$ cat config.mk
export PLATFORM = sky130hd
export DESIGN_NAME = uart_rx_fifo_ctrl_flat
export DESIGN_NICKNAME = d
export VERILOG_FILES = /design/src/rtl/uart_pkg.sv /design/src/rtl/uart_rx_fifo_ctrl_if.sv /design/src/rtl/sync_fifo.sv /design/src/rtl/uart_rx_fifo_ctrl.sv /design/src/flat_wrapper.sv
export SDC_FILE = /design/constraint.sdc
export NUM_CORES = 1
export LEC_CHECK = 0
export CAP_MARGIN = 10
export CORE_MARGIN = 5
export CORE_UTILIZATION = 23
export CTS_BUF_LIST = sky130_fd_sc_hd__clkbuf_4 sky130_fd_sc_hd__clkbuf_8 sky130_fd_sc_hd__clkbuf_16
export CTS_CLUSTER_DIAMETER = 60
export DETAILED_ROUTE_END_ITERATION = 7
export DONT_BUFFER_PORTS = 1
export HOLD_SLACK_MARGIN = 0.02
export MAX_ROUTING_LAYER = met4
export PLACE_DENSITY_LB_ADDON = 0.08
export SLEW_MARGIN = 20
export SYNTH_ARGS = -nofsm -noshare
export SYNTH_HDL_FRONTEND = slang
export SYNTH_HIERARCHICAL = 1
export SYNTH_SLANG_ARGS = --single-unit
export TNS_END_PERCENT = 100
$ cat constraint.sdc
create_clock -name clk -period 3.7 [get_ports clk]
set_input_delay 0.37 -clock clk [delete_from_list [all_inputs] [get_ports clk]]
set_output_delay 0.37 -clock clk [all_outputs]
set_load 0.005 [all_outputs]
$ cat src/rtl/uart_pkg.sv
// uart_pkg: shared capture-FSM encoding and overflow-mode constants
package uart_pkg;
    localparam logic [1:0] ST_WAIT = 2'd0;
    localparam logic [1:0] ST_CLR  = 2'd1;
    localparam logic [1:0] ST_HOLD = 2'd2;
    localparam int OVF_DROP      = 0;
    localparam int OVF_OVERWRITE = 1;
endpackage

$ cat src/rtl/uart_rx_fifo_ctrl_if.sv
// uart_rx_fifo_ctrl_if: receiver-side and consumer-side signals of the RX FIFO controller
interface uart_rx_fifo_ctrl_if #(
    parameter int DATA_W = 8,
    parameter int DEPTH  = 16
);
    logic                         rdrf;
    logic [DATA_W-1:0]            rx_data;
    logic                         rdrf_clr;
    logic                         rd_en;
    logic [DATA_W-1:0]            dout;
    logic                         empty;
    logic                         full;
    logic [$clog2(DEPTH+1)-1:0]   count;
    logic                         ovf;
    logic                         ovf_clr;
    modport master (
        output rdrf, rx_data, rd_en, ovf_clr,
        input  rdrf_clr, dout, empty, full, count, ovf
    );
    modport slave (
        input  rdrf, rx_data, rd_en, ovf_clr,
        output rdrf_clr, dout, empty, full, count, ovf
    );
endinterface

$ cat src/rtl/sync_fifo.sv
// sync_fifo: first-word-fall-through FIFO with registered empty/full/count
module sync_fifo #(
    parameter int DATA_W = 8,
    parameter int DEPTH  = 16,
    localparam int AW = $clog2(DEPTH),
    localparam int CW = $clog2(DEPTH+1)
) (
    input  logic              clk,
    input  logic              clr,
    input  logic              wr_en,
    input  logic [DATA_W-1:0] wr_data,
    input  logic              rd_en,
    output logic [DATA_W-1:0] rd_data,
    output logic              empty,
    output logic              full,
    output logic [CW-1:0]     count
);
    logic [DATA_W-1:0] mem [DEPTH];
    logic [AW-1:0]     wr_ptr_q, wr_ptr_d, rd_ptr_q, rd_ptr_d;
    logic [CW-1:0]     count_q, count_d;
    logic              empty_q, full_q, do_wr, do_rd;
    // a write into a full FIFO is only accepted when the head leaves in the same cycle
    assign do_rd = rd_en && !empty_q;
    assign do_wr = wr_en && (!full_q || do_rd);
    // next pointers and occupancy; flags are derived from the next count so all three stay consistent
    always_comb begin
        wr_ptr_d = wr_ptr_q + AW'(do_wr);
        rd_ptr_d = rd_ptr_q + AW'(do_rd);
        count_d  = count_q + CW'(do_wr) - CW'(do_rd);
    end
    // pointer and flag registers
    always_ff @(posedge clk or posedge clr) begin
        if (clr) begin
            wr_ptr_q <= '0;
            rd_ptr_q <= '0;
            count_q  <= '0;
            empty_q  <= 1'b1;
            full_q   <= 1'b0;
        end else begin
            wr_ptr_q <= wr_ptr_d;
            rd_ptr_q <= rd_ptr_d;
            count_q  <= count_d;
            empty_q  <= count_d == '0;
            full_q   <= count_d == CW'(DEPTH);
        end
    end
    // storage is not reset; stale words are unreachable once the pointers clear
    always_ff @(posedge clk) begin
        if (do_wr) mem[wr_ptr_q] <= wr_data;
    end
    assign rd_data = mem[rd_ptr_q];
    assign empty   = empty_q;
    assign full    = full_q;
    assign count   = count_q;
endmodule

$ cat src/rtl/uart_rx_fifo_ctrl.sv
// uart_rx_fifo_ctrl: captures UART receiver words once per rdrf assertion into a FIFO with overflow tracking
module uart_rx_fifo_ctrl
    import uart_pkg::*;
#(
    parameter int DATA_W   = 8,
    parameter int DEPTH    = 16,
    parameter int OVF_MODE = OVF_DROP
) (
    input logic clk,
    input logic clr,
    uart_rx_fifo_ctrl_if.slave bus
);
    logic [1:0] state_q, state_d;
    logic       rdrf_clr_q, ovf_q, ovf_d;
    logic       capture, ovf_evt, fifo_rd;
    // a word is taken only on the first edge of an rdrf assertion
    assign capture = state_q == ST_WAIT && bus.rdrf;
    // a push into a full FIFO with no pop is an overflow; in overwrite mode the head is forced out to make room
    assign ovf_evt = capture && bus.full && !bus.rd_en;
    assign fifo_rd = (bus.rd_en && !bus.empty) || (ovf_evt && OVF_MODE == OVF_OVERWRITE);
    // capture FSM: WAIT -> CLR on capture, then park in HOLD until rdrf drops
    always_comb begin
        state_d = state_q == ST_WAIT ? (bus.rdrf ? ST_CLR : ST_WAIT) : (bus.rdrf ? ST_HOLD : ST_WAIT);
        ovf_d   = ovf_evt || (ovf_q && !bus.ovf_clr);
    end
    // state, clear pulse and sticky overflow registers
    always_ff @(posedge clk or posedge clr) begin
        if (clr) begin
            state_q    <= ST_WAIT;
            rdrf_clr_q <= 1'b0;
            ovf_q      <= 1'b0;
        end else begin
            state_q    <= state_d;
            rdrf_clr_q <= capture;
            ovf_q      <= ovf_d;
        end
    end
    sync_fifo #(.DATA_W(DATA_W), .DEPTH(DEPTH)) u_fifo (
        .clk     (clk),
        .clr     (clr),
        .wr_en   (capture),
        .wr_data (bus.rx_data),
        .rd_en   (fifo_rd),
        .rd_data (bus.dout),
        .empty   (bus.empty),
        .full    (bus.full),
        .count   (bus.count)
    );
    assign bus.rdrf_clr = rdrf_clr_q;
    assign bus.ovf      = ovf_q;
endmodule

$ cat src/flat_wrapper.sv
// flat-port wrapper written by rule: the top's interface ports become plain ports
module uart_rx_fifo_ctrl_flat import uart_pkg::*;
#(
    parameter int DATA_W   = 8,
    parameter int DEPTH    = 16,
    parameter int OVF_MODE = OVF_DROP
)
  (clk, clr, bus_rdrf, bus_rx_data, bus_rd_en, bus_ovf_clr, bus_rdrf_clr, bus_dout, bus_empty, bus_full, bus_count, bus_ovf);
  uart_rx_fifo_ctrl_if #(.DATA_W(DATA_W), .DEPTH(DEPTH)) bus_i ();
  input logic clk;
  input logic clr;
  input wire logic [$bits(bus_i.rdrf)-1:0] bus_rdrf;
  input wire logic [$bits(bus_i.rx_data)-1:0] bus_rx_data;
  input wire logic [$bits(bus_i.rd_en)-1:0] bus_rd_en;
  input wire logic [$bits(bus_i.ovf_clr)-1:0] bus_ovf_clr;
  output wire logic [$bits(bus_i.rdrf_clr)-1:0] bus_rdrf_clr;
  output wire logic [$bits(bus_i.dout)-1:0] bus_dout;
  output wire logic [$bits(bus_i.empty)-1:0] bus_empty;
  output wire logic [$bits(bus_i.full)-1:0] bus_full;
  output wire logic [$bits(bus_i.count)-1:0] bus_count;
  output wire logic [$bits(bus_i.ovf)-1:0] bus_ovf;
  assign bus_i.rdrf = bus_rdrf;
  assign bus_i.rx_data = bus_rx_data;
  assign bus_i.rd_en = bus_rd_en;
  assign bus_i.ovf_clr = bus_ovf_clr;
  assign bus_rdrf_clr = bus_i.rdrf_clr;
  assign bus_dout = bus_i.dout;
  assign bus_empty = bus_i.empty;
  assign bus_full = bus_i.full;
  assign bus_count = bus_i.count;
  assign bus_ovf = bus_i.ovf;
  uart_rx_fifo_ctrl #(.DATA_W(DATA_W), .DEPTH(DEPTH), .OVF_MODE(OVF_MODE)) u_core (.clk(clk), .clr(clr), .bus(bus_i));
endmodule
* After elaboration in Yosys (flattened, before gate mapping)
Memory sizes are Yosys's and may differ from the RTL's.
Cells that the tools add are included.
** Word-level totals
- Input port bits :: 13
- Bits in read-only memories :: 0
- Bits in writable memories :: 128
- Memories :: 1
- Logic and storage cells :: 34
- Bits in latches :: 0
- Flip-flop bits (word level) :: 19
** Memories
- u_core.u_fifo.mem :: depth 16, bits a word 8, rd ports 1, clocked after memory_dff 0, write ports 1, RTL line sync_fifo.sv:18 : logic [DATA_W-1:0] mem [DEPTH];
** Operators by class
- $lt $le $gt $ge :: 0
- Multiply operators :: 0
- Shifts and indexed selects :: 0
- Reductions and logical operators :: 15
- Muxes and demuxes :: 5
- $add $sub $neg :: 4
- Div/mod/pow operators :: 0
- Bitwise logic cells :: 0
- Equal/unequal tests :: 1
** Operator list (count)
- $add 4x1->4 :: 2
- $logic_and 1x1->1 :: 7
- $add 5x1->5 :: 1
- $eq 5x5->1 const B :: 1
- $logic_not 5->1 :: 1
- $sub 5x1->5 :: 1
- $logic_not 1->1 :: 4
- $mux 2 :: 2
- $mux 1 :: 3
- $logic_not 2->1 :: 1
- $logic_or 1x1->1 :: 2

* Depth between registers and ports, before layout
- Word-level depth :: 8
- Depth in mapped cells :: 12
- Depth with buffers taken out :: 12

* Cells and area by module
Netlist, hierarchy kept.
** Modules (own cells, without submodules)
- sync_fifo :: area an instance 5670.4 um^2, seq. area each 4220.3 um^2, cells an instance 276, instances 1
- uart_rx_fifo_ctrl :: area an instance 121.4 um^2, seq. area each 75.1 um^2, cells an instance 10, instances 1

* Worst setup path after synthesis
Ideal clock, no wire load.
- Path type :: input-to-reg
- Start point :: input bus_rd_en
- End point :: register u_core.u_fifo.full_q, in the netlist u_core/u_fifo/full
- Arrival time :: 2369 ps
- Path buffers :: 0
- Data required time :: 3612 ps
- Setup time :: 88 ps
- Cell stages on the path :: 12
- Path slack :: 1243 ps
- Cells stage by stage :: inv_1 -> nor2_1 -> nor2b_1 -> o21ai_0 -> ha_1 -> inv_1 -> ha_1 -> fa_1 -> a21o_1 -> a21oi_1 -> xnor2_1 -> nor3b_1
** Between the ends
- Longest elaborated chain between the ends :: 7
** RTL lines
- start, declared :: RTL line flat_wrapper.sv:14 : input wire logic [$bits(bus_i.rd_en)-1:0] bus_rd_en;
- $logic_and 1x1->1 * :: RTL line uart_rx_fifo_ctrl.sv:20 : assign fifo_rd = (bus.rd_en && !bus.empty) || (ovf_evt && OVF_MODE == OVF_OVERWRITE);
- net u_core.fifo_rd :: RTL line uart_rx_fifo_ctrl.sv:15 : logic capture, ovf_evt, fifo_rd;
- $logic_and 1x1->1 * :: RTL line sync_fifo.sv:23 : assign do_rd = rd_en && !empty_q;
- $logic_or 1x1->1 :: RTL line sync_fifo.sv:24 : assign do_wr = wr_en && (!full_q || do_rd);
- $logic_and 1x1->1 :: RTL line sync_fifo.sv:24
- $add 5x1->5 :: RTL line sync_fifo.sv:29 : count_d = count_q + CW'(do_wr) - CW'(do_rd);
- $sub 5x1->5 * :: RTL line sync_fifo.sv:29
- net u_core.u_fifo.count_d[4] :: RTL line sync_fifo.sv:20 : logic [CW-1:0] count_q, count_d;
- $eq 5x5->1 * :: RTL line sync_fifo.sv:44 : full_q <= count_d == CW'(DEPTH);
- end signal, assigned :: RTL line sync_fifo.sv:44
- end, declared :: RTL line sync_fifo.sv:21 : logic empty_q, full_q, do_wr, do_rd;
The timed path passes the listed nets; every way through them passes the cells marked *.

* Worst setup path after layout
- Start point :: register u_core.u_fifo.empty_q, in the netlist u_core/u_fifo/empty
- End point :: register u_core.u_fifo.full_q, in the netlist u_core/u_fifo/full
** Between the ends
- Longest elaborated chain between the ends :: 8
** RTL lines
- start, declared :: RTL line sync_fifo.sv:21
- start signal, assigned :: RTL line sync_fifo.sv:37 : empty_q <= 1'b1;
- start signal, assigned :: RTL line sync_fifo.sv:43 : empty_q <= count_d == '0;
- $logic_not 1->1 * :: RTL line uart_rx_fifo_ctrl.sv:20
- $logic_and 1x1->1 * :: RTL line uart_rx_fifo_ctrl.sv:20
- net u_core.fifo_rd :: RTL line uart_rx_fifo_ctrl.sv:15
- $logic_and 1x1->1 * :: RTL line sync_fifo.sv:23
- $logic_or 1x1->1 :: RTL line sync_fifo.sv:24
- $logic_and 1x1->1 :: RTL line sync_fifo.sv:24
- $add 5x1->5 :: RTL line sync_fifo.sv:29
- $sub 5x1->5 * :: RTL line sync_fifo.sv:29
- net u_core.u_fifo.count_d[4] :: RTL line sync_fifo.sv:20
- $eq 5x5->1 * :: RTL line sync_fifo.sv:44
Marked as above.

==> results_dict.tcl <==
set metrics [dict create \
    crit_fanout 3 \
    cp-start-kind "flip-flop" \
    synthArstFlopShare 0.1233 \
    grt_max_degree 30 \
    wirelength_um 13700 \
    drv_slew 0 \
    grt_pass1_wl_um 19870 \
    start_util 0.2320 \
    antenna_found_initial 0 \
    ctsHoldBuffers 1 \
    hpwlAfterDp_um 8679 \
    timing.final.crit_share 0.7317 \
    fin_ws_ns 0.9928 \
    drt_iter0_markers 145 \
    fin_nets 339 \
    crit_slowest_cell "dfstp_2" \
    p_leak_uw 0.002364 \
    firstDrtPassIters 4 \
    syn_area_mm2 0.005792 \
    drc_errors 0 \
    vias_per_cell 4.126 \
    cts.repair.resized 0 \
    clk_latency_ns 0.42 \
    path_cells "nor2_1 > nor2b_1 > o21ai_0 > ha_1 > inv_1 > ha_1 > fa_1 > a21o_1 > a21oi_1 > xnor2_1 > nor3b_1" \
    synth_cells 286 \
    status "finished, final reports clean" \
    placed_cell_area_mm2 0.006269 \
    cap_violations 0 \
    fin_setup_tns_ns 0 \
    max_freq_mhz 369.4 \
    maxSlewHeadroom 0.4013 \
    slowest_delay_ns 0.56 \
    cp_common_cell "ha_1" \
    finalHoldViolations 0 \
    coreArea_mm2 0.02496 \
    synth_ff_type "edfxtp_1" \
    drt.antenna.violating_nets 0 \
    rr_worst_depth 11 \
    cts_tree "yes" \
    hold_path_class "primary input to flip-flop" \
    wire_per_inst_um 20.75 \
    die_h_um 168.7 \
    ys_ff_latch 146 \
    ctsHtreeMaxLevel 4 \
    post-place-ws_ns 0.9334 \
    finalWeightedCongestion 0.6517 \
    synth-edff-count 128 \
    synth_area_leader_cell "edfxtp_1" \
    synth.distinct_cells 33 \
    dieArea_mm2 0.02845 \
    stdcell_area_mm2 0.006938 \
    syn_to_final_growth_pct 19.79 \
    cts_buffers 17 \
    required_ns 4.03 \
    synth_warnings 6 \
    rsz0062_at_grt "no" \
    placementRows 58 \
    clock_sinks 146 \
    synth_top_area_frac 0.6636 \
    drive_gt1_frac 0.2158 \
    boundaryPins 30 \
    synth_area_per_cell_um2 20.25 \
    vias 2723 \
    ir_worst_vdd_mv 0.2868 \
    fin_skew_ns 0.01092 \
    die_w_um 168.7 \
    period_minus_slack_ns 2.707 \
    io_buffers 0 \
    synth_top_cells_by_area "edfxtp_1 (66%), dfrtp_1 (7.3%), mux4_2 (7.0%)" \
    syn_nets 309 \
    grt_pass1_vias 2796 \
    p_per_area_mw_per_mm2 765.4 \
    cp-end-kind "flip-flop" \
    clockBufferDepth 2 \
    gr-total-overflow 0 \
    worstPathArrival_ns 3.04 \
    hold_depth 0 \
    cts_setup_buffers 0 \
    finalSetupViolations 0 \
    crit_type "flip-flop to flip-flop" \
    tightest_slew_ns 0.8962 \
    synth_seq_area_share 0.7416 \
    track_usage 0.1025 \
    clk_pin_slew_ns 0.07 \
    cts_root_buf "clkbuf_16" \
]
worst paths after layout:
check	start	end	slack, ns
worst max-delay path	u_core/u_fifo/empty	u_core/u_fifo/full	0.99
min in group asynchronous	clr	u_core/state_q[0]	0.28
worst min register to register	u_core/state_q[1]	u_core/state_q[0]	0.48
worst max register to register	u_core/u_fifo/empty	u_core/u_fifo/full	0.99
max in group asynchronous	clr	u_core/u_fifo/rd_ptr_q[0]	2.76
worst min-delay path	bus_rx_data[5]	u_core/u_fifo/mem[15][5]	0.05
area by class of cell:
| class | count | area, um^2 |
|---|---|---|
| Sequential cell | 146 | 4297 |
| Fill cell | 2535 | 18030 |
| Antenna cell | 1 | 2.502 |
| Tap cell | 330 | 412.9 |
| Clock buffer | 17 | 425.4 |
| Multi-Input combinational cell | 116 | 1358 |
| Clock inverter | 15 | 181.4 |
| Inverter | 11 | 41.29 |
| Timing Repair Buffer | 24 | 220.2 |
cells in the mapped netlist, types with 2 or more instances:
master	n
nor3_1	5
clkdlybuf4s25_2	3
a21oi_1	2
mux4_2	18
clkbuf_1	3
buf_2	3
a22oi_1	16
inv_1	11
nand2b_1	2
xnor2_1	5
nor2b_1	2
nor2_1	14
nand2_1	9
buf_6	3
nand3b_1	2
dfrtp_1	17
mux4_1	14
or3_1	2
ha_1	9
edfxtp_1	128
a21o_1	2
nand3_1	3
xor2_1	3
state kept, by name, summed over array words and instances, names as in the netlist:
| register | count |
|---|---|
| u_core/u_fifo/mem | 128 |
| u_core/u_fifo/count | 5 |
| u_core/u_fifo/rd_ptr_q | 4 |
| u_core/u_fifo/wr_ptr_q | 4 |
| u_core/state_q | 2 |
| u_core/bus.ovf | 1 |
| u_core/u_fifo/empty | 1 |
| u_core/u_fifo/full | 1 |
layer usage:
metal / share of wire / up-vias / GRT usage
met5: 0 / - / -
met4: 0.0074 / 0 / 0.02541
met3: 0.051 / 5 / 0.03433
met2: 0.43 / 58 / 0.1392
met1: 0.52 / 1440 / 0.1475
li1: - / 1220 / -
power by group:
group	switching, uW	internal (uW)	total, uW	leakage, uW
Combinational	779	627	1410	0.000700
Sequential	167	1980	2150	0.00137
Clock	691	1070	1760	0.000296
placed cells by master (no fill, tap or decap), drive strengths merged, types with 3 or more instances in the layout:
| master | count |
|---|---|
| a22oi | 16 |
| buf | 18 |
| bufinv | 3 |
| clkbuf | 17 |
| clkinv | 8 |
| dfrtp | 17 |
| dlygate4sd3 | 6 |
| edfxtp | 128 |
| ha | 9 |
| inv | 14 |
| mux4 | 32 |
| nand2 | 9 |
| nand3 | 3 |
| nor2 | 14 |
| nor3 | 5 |
| xnor2 | 5 |
| xor2 | 3 |
worst max-delay path: cells and delay by family (launching register included):
family / cells / cell delay [ns]
simple gates: 3 / 0.40
xor+xnor: 1 / 0.18
fa+ha+maj: 3 / 0.77
buf+inv: 1 / 0.04
compound gates: 3 / 0.67
flops: 1 / 0.56
kinds of logic after synthesis:
kind of cell | count (synthesis) | share of synthesized area
flip-flops | 146 | 0.7416
multiplexers | 32 | 0.1335
adder cells (fa/ha/maj) | 10 | 0.02290
AO/OA/AOI/OAI | 23 | 0.02916
AND/OR/NAND/NOR | 43 | 0.03672
buffers and inverters | 24 | 0.02398
XOR/XNOR | 8 | 0.01210
per-stage QoR:
step	total power, uW	hold slack (ns)	std cells	util
floorplan	3171	0.1236	286	-
global placement	3633	0.1283	621	0.2511
detailed placement	3638	0.1338	621	0.2511
CTS	5410	0.02537	654	0.2758
global route	5610	0.02137	659	0.2778
finish	5310	0.04899	660	0.2779
No activity file was read; power rests on OpenSTA's default activity.
